`src/rtl/qk_inst_sequencer.sv`:
```
// qk_inst_sequencer: on-chip initiator that replays the attention-core flow
// (Q write, K write, K load, execute, ofifo->pmem drain) after one start pulse.
// Every inst word is registered, so it reflects the FSM state one cycle earlier.
module qk_inst_sequencer #(
  parameter int bw          = 8,
  parameter int pr          = 16,
  parameter int col         = 8,
  parameter int total_cycle = 8,
  parameter int gap_ld      = 2,
  parameter int gap_ex      = 10
) (
  input  logic             clk,
  input  logic             reset,
  input  logic             start,
  input  logic [pr*bw-1:0] data_in,
  input  logic             data_valid,
  output logic             data_ready,
  output logic [pr*bw-1:0] mem_in,
  output logic [16:0]      inst,
  output logic             busy,
  output logic             done
);

  localparam int CW = 8;
  localparam logic [CW-1:0] TC = CW'(total_cycle);
  localparam logic [CW-1:0] CL = CW'(col);
  localparam logic [CW-1:0] GL = CW'(gap_ld);
  localparam logic [CW-1:0] GE = CW'(gap_ex);
  localparam logic [CW-1:0] ONE = CW'(1);

  typedef struct packed {
    logic       ofifo_rd;
    logic [3:0] qkmem_add;
    logic [3:0] pmem_add;
    logic       execute;
    logic       load;
    logic       qmem_rd;
    logic       qmem_wr;
    logic       kmem_rd;
    logic       kmem_wr;
    logic       pmem_rd;
    logic       pmem_wr;
  } inst_t;

  typedef enum logic [3:0] {
    IDLE, QWR, QGAP, KWR, GAPL, KLD, EXGAP1, EXE, EXGAP2, DRN, FIN
  } state_t;

  state_t          state, state_n;
  logic [CW-1:0]   cnt, cnt_n, lim, glen;
  inst_t           inst_r, inst_n;
  logic [pr*bw-1:0] mem_r, mem_n;
  logic            busy_r, busy_n, done_r, done_n;

  // State, counter and registered outputs; reset aborts any run in flight.
  always_ff @(posedge clk) begin
    if (reset) begin
      state  <= IDLE;
      cnt    <= '0;
      inst_r <= '0;
      mem_r  <= '0;
      busy_r <= 1'b0;
      done_r <= 1'b0;
    end else begin
      state  <= state_n;
      cnt    <= cnt_n;
      inst_r <= inst_n;
      mem_r  <= mem_n;
      busy_r <= busy_n;
      done_r <= done_n;
    end
  end

  // Next state plus the inst word to present on the following cycle.
  always_comb begin
    state_n    = state;
    cnt_n      = cnt;
    inst_n     = '0;
    mem_n      = mem_r;
    busy_n     = busy_r;
    done_n     = 1'b0;
    data_ready = 1'b0;
    lim        = (state == QWR) ? TC : CL;
    glen       = (state == GAPL) ? GL : GE;
    unique case (state)
      IDLE: begin
        if (start) begin
          state_n = QWR;
          cnt_n   = '0;
          busy_n  = 1'b1;
        end
      end
      QWR, KWR: begin
        data_ready = (cnt < lim);
        if (data_valid && data_ready) begin
          mem_n            = data_in;
          inst_n.qkmem_add = cnt[3:0];
          inst_n.qmem_wr   = (state == QWR);
          inst_n.kmem_wr   = (state == KWR);
          cnt_n            = cnt + ONE;
          if (cnt == lim - ONE) begin
            state_n = (state == QWR) ? QGAP : GAPL;
            cnt_n   = '0;
          end
        end else begin
          // stall: keep the last address so the memory port sees no jump
          inst_n.qkmem_add = inst_r.qkmem_add;
        end
      end
      QGAP: begin
        state_n = KWR;
        cnt_n   = '0;
      end
      GAPL, EXGAP1, EXGAP2: begin
        if (cnt == glen - ONE) begin
          cnt_n   = '0;
          state_n = (state == GAPL) ? KLD : (state == EXGAP1) ? EXE : DRN;
        end else begin
          cnt_n = cnt + ONE;
        end
      end
      KLD: begin
        // k=0 primes the load path, k=1..col read K rows, k=col+1 flushes,
        // k=col+2 drops load before the execute gap
        inst_n.load = (cnt <= CL + ONE);
        if (cnt >= ONE && cnt <= CL) begin
          inst_n.kmem_rd   = 1'b1;
          inst_n.qkmem_add = 4'(cnt - ONE);
        end
        if (cnt == CL + ONE + ONE) begin
          state_n = EXGAP1;
          cnt_n   = '0;
        end else begin
          cnt_n = cnt + ONE;
        end
      end
      EXE: begin
        if (cnt < TC) begin
          inst_n.execute   = 1'b1;
          inst_n.qmem_rd   = 1'b1;
          inst_n.qkmem_add = cnt[3:0];
          cnt_n            = cnt + ONE;
        end else begin
          state_n = EXGAP2;
          cnt_n   = '0;
        end
      end
      DRN: begin
        if (cnt < TC) begin
          inst_n.ofifo_rd = 1'b1;
          inst_n.pmem_wr  = 1'b1;
          inst_n.pmem_add = cnt[3:0];
          cnt_n           = cnt + ONE;
        end else begin
          state_n = FIN;
          cnt_n   = '0;
        end
      end
      FIN: begin
        done_n  = 1'b1;
        busy_n  = 1'b0;
        state_n = IDLE;
      end
      default: state_n = IDLE;
    endcase
  end

  assign inst   = inst_r;
  assign mem_in = mem_r;
  assign busy   = busy_r;
  assign done   = done_r;

endmodule

```
`config.mk`:
```
export PLATFORM = sky130hd
export DESIGN_NAME = qk_inst_sequencer
export DESIGN_NICKNAME = d
export VERILOG_FILES = /design/src/rtl/qk_inst_sequencer.sv
export SDC_FILE = /design/constraint.sdc
export NUM_CORES = 1
export LEC_CHECK = 0
export ABC_CLOCK_PERIOD_IN_PS = 2000
export CAP_MARGIN = 20
export CORE_ASPECT_RATIO = 1.75
export CORE_MARGIN = 8
export CORE_UTILIZATION = 56
export DETAILED_ROUTE_END_ITERATION = 6
export DONT_BUFFER_PORTS = 1
export PLACE_DENSITY_LB_ADDON = 0.2
export SYNTH_ARGS = -nofsm -noshare
export SYNTH_HDL_FRONTEND = slang
export SYNTH_SLANG_ARGS = --single-unit
```
`constraint.sdc`:
```
create_clock -name clk -period 2 [get_ports clk]
set_input_delay 0.4 -clock clk [delete_from_list [all_inputs] [get_ports clk]]
set_output_delay 0.4 -clock clk [all_outputs]
set_load 0.005 [all_outputs]
```
==> run_results.csv <==
group,metric,value,unit
status,status,"finished, violations left",
status,violations,"negative setup slack",
final_layout,stdcell_count,899,
cts,clock_latency,400,ps
logic_synthesis,yosysWarnings,0,
logic_synthesis,synth_edf_count,0,
timing,finalHoldViolations,0,
floorplan,dieArea,14210,µm²
cts,tritoncts,"yes",
final_layout,fillers,787,
global_route,globalRouteMet3Util,8.140,%
route,vias_per_cell,5.865,
timing,max_freq,0.4841,GHz
route,wl_per_cell,21.32,µm
timing,rsz0062_at_grt,"true",
logic_synthesis,synthArstFlopShare,0,%
final_layout,finish.net_count,897,
cts,cts-root-buf,"clkbuf_16",
pwr,p_per_area,1279,nW/µm²
timing,period_share,103.3,%
logic_synthesis,synth_commonest_cells,"nand2_1, dfxtp_1, a21oi_1, clkbuf_1, nor2_1",
floorplan,die_w,93.61,µm
cts,clockBufferDepth,2,
timing,setup_violations,10,
logic_synthesis,synth_most_common_cell,"nand2_1",
worst_hold_path,worstHoldPathType,"primary input to flip-flop",
place,placedInstanceArea,6212,µm²
worst_setup_path,crit_required,2330,ps
global_route,grt_use_met2,43.25,%
global_route,antenna_found_initial,0,
timing,setup_ws,-65.72,ps
worst_setup_path,path_class,"flip-flop to flip-flop",
global_route,use_met1,23.49,%
cts,cts.sinks,156,
global_route,grt_pass1_vias,4984,
place,place.gp.congestion,0.9544,
pwr,peakVddDrop,1.002,mV
logic_synthesis,ys_seq_elements,156,
logic_synthesis,synthesis.area,5903,µm²
cts,path_clk_slew,60,ps
route,drt.antenna.violating_nets,0,
run,maxCapViolCount,0,
place,place_hpwl,13160,µm
cts,holdBufCountCts,0,
cts,cts_buffers,17,
final_layout,multi_input_area,2753,µm²
worst_setup_path,crit_arrival,2390,ps
floorplan,initial_core_util,57.31,%
place,place_inst,851,
route,dr.pass1.iters,5,
final_layout,fin_area,7325,µm²
timing,maxSlewViolCount,0,
logic_synthesis,synthCells,741,
route,wirelength,19160,µm
logic_synthesis,synth.avg_cell_area,7.966,µm²
logic_synthesis,yosysUniqueCellTypes,56,
cts,cts-htree-levels,4,
floorplan,fp.dieH,151.8,µm
final_layout,diodes,0,
floorplan,core-area,10300,µm²
place,io_buffers,0,
timing,finalClockSkew,9.506,ps
worst_setup_path,crit_fanout,5,
logic_synthesis,synthTopCellsByArea,"dfxtp_1, nand2_1, a21oi_1",
pwr,p_leak,0.002575,µW
logic_synthesis,synth_top_area_cell,"dfxtp_1",
final_layout,layout-drive-gt1-share,19.56,%
final_layout,syn_to_final_growth,24.08,%
timing,final.setup.tns,-249.9,ps
place,post-place-ws,-92.82,ps
logic_synthesis,post-synth-top-area-fraction,52.90,%
logic_synthesis,ys_seq_area_share,52.90,%
worst_setup_path,start_kind,"flip-flop",
route,drtIter0Drc,259,
global_route,grt_overflow,0,
route,drc,0,
global_route,track_usage,24.21,%
floorplan,io_pins,280,
logic_synthesis,synth-main-ff-cell,"dfxtp_1",
worst_setup_path,endpoint_kind,"flip-flop",
final_layout,register_area,3126,µm²
floorplan,std_cell_rows,49,
route,dr_total_vias,5273,
timing,min_period,2066,ps
global_route,grt_max_degree,145,
global_route,grt_pass1_wl,27230,µm
global_route,grt-busiest-layer,"met2",
flip-flops by register name, indices dropped and copies added, names as in the netlist:
register / flops
cnt: 8
inst: 14
busy: 1
done: 1
state: 4
mem_in: 128
where the power goes:
part           internal (µW)  switching (µW)  total, µW
Combinational           1150            1350       2500
Clock                   1740            1310       3050
Sequential              3480             349       3830
timing repair:
action                     4_1_cts  5_1_grt
setup endpoints to repair       76       71
gates resized for setup         11       59
buffers inserted                 3        6
cloned                           2        6
pin swaps                        5        9
cells in the final DEF (no fill, tap or decap), types with 2 or more instances in the layout:
master and instances:
nand2_1 264, dfxtp_1 154, a21oi_1 102, a21oi_2 36
buf_4 30, clkbuf_16 23, nor2_1 20, o21ai_0 9
inv_1 8, buf_12 8, buf_6 8, nand2b_1 6
a211oi_1 6, ha_1 5, inv_6 5, nor4_1 4
or3_1 4, clkinvlp_4 4, a31oi_1 3, or2_2 3
nor3_1 3, and2_1 3, nor4_4 2, nand2_2 2
nor3_4 2, nand4_1 2, o2111ai_2 2, xnor2_1 2
or2_4 2, nand3_1 2, a2bb2oi_1 2, conb_1 2
clkinv_4 2, buf_16 2, dfxtp_2 2
metrics by stage:
| stage | power, µW | utilization, % | hold WS [ps] |
|---|---|---|---|
| after floorplan | 5122 | - | 448.3 |
| after global placement | 5698 | 60.31 | 460.6 |
| after detailed placement | 5782 | 60.31 | 466.3 |
| after CTS | 8987 | 66.98 | 51.39 |
| after global routing | 9807 | 71.11 | 44.01 |
| final | 9371 | 71.11 | 57.51 |
logic make-up (layout without fill, tap and decap cells):
group,after synthesis,after routing,share of synthesized area (%)
simple gates,333,333,23.87
compound gates,177,177,16.70
flops,156,156,52.90
buf+inv,64,94,4.642
fa+ha+maj,5,5,1.060
xor+xnor,4,4,0.5936
other cells,1,2,0.06353
mux,1,1,0.1696
final cells by class:
class	instances	share of cell area, %
multi-input combinational	522	37.58
inverter	8	0.4100
clock inverter	13	1.811
tap	127	2.169
sequential	156	42.67
timing repair buffer	55	9.498
clock buffer	18	5.859
final timing paths:
kind	from	endpoint	slack (ps)	cells after the start
worst max-delay path	cnt[7]	cnt[7]	-70	6
worst min-delay path	reset	mem_in[8]	60	1
worst max register to register	cnt[7]	cnt[7]	-70	6
worst min register to register	mem_in[60]	mem_in[60]	480	2
layer usage:
layer	up-vias	routed length, µm
met4	0	671
met2	267	10200
met1	2473	6398
met5	-	0
li1	2485	-
met3	48	1891
critical path: stages (launching register included):
cell and delay, ps:
dfxtp_2 320, or4_4 560, buf_6 140, nor4_4 240
o2111ai_2 200, or3_1 380, a21oi_1 150
Power figures use the tool's default switching activity.
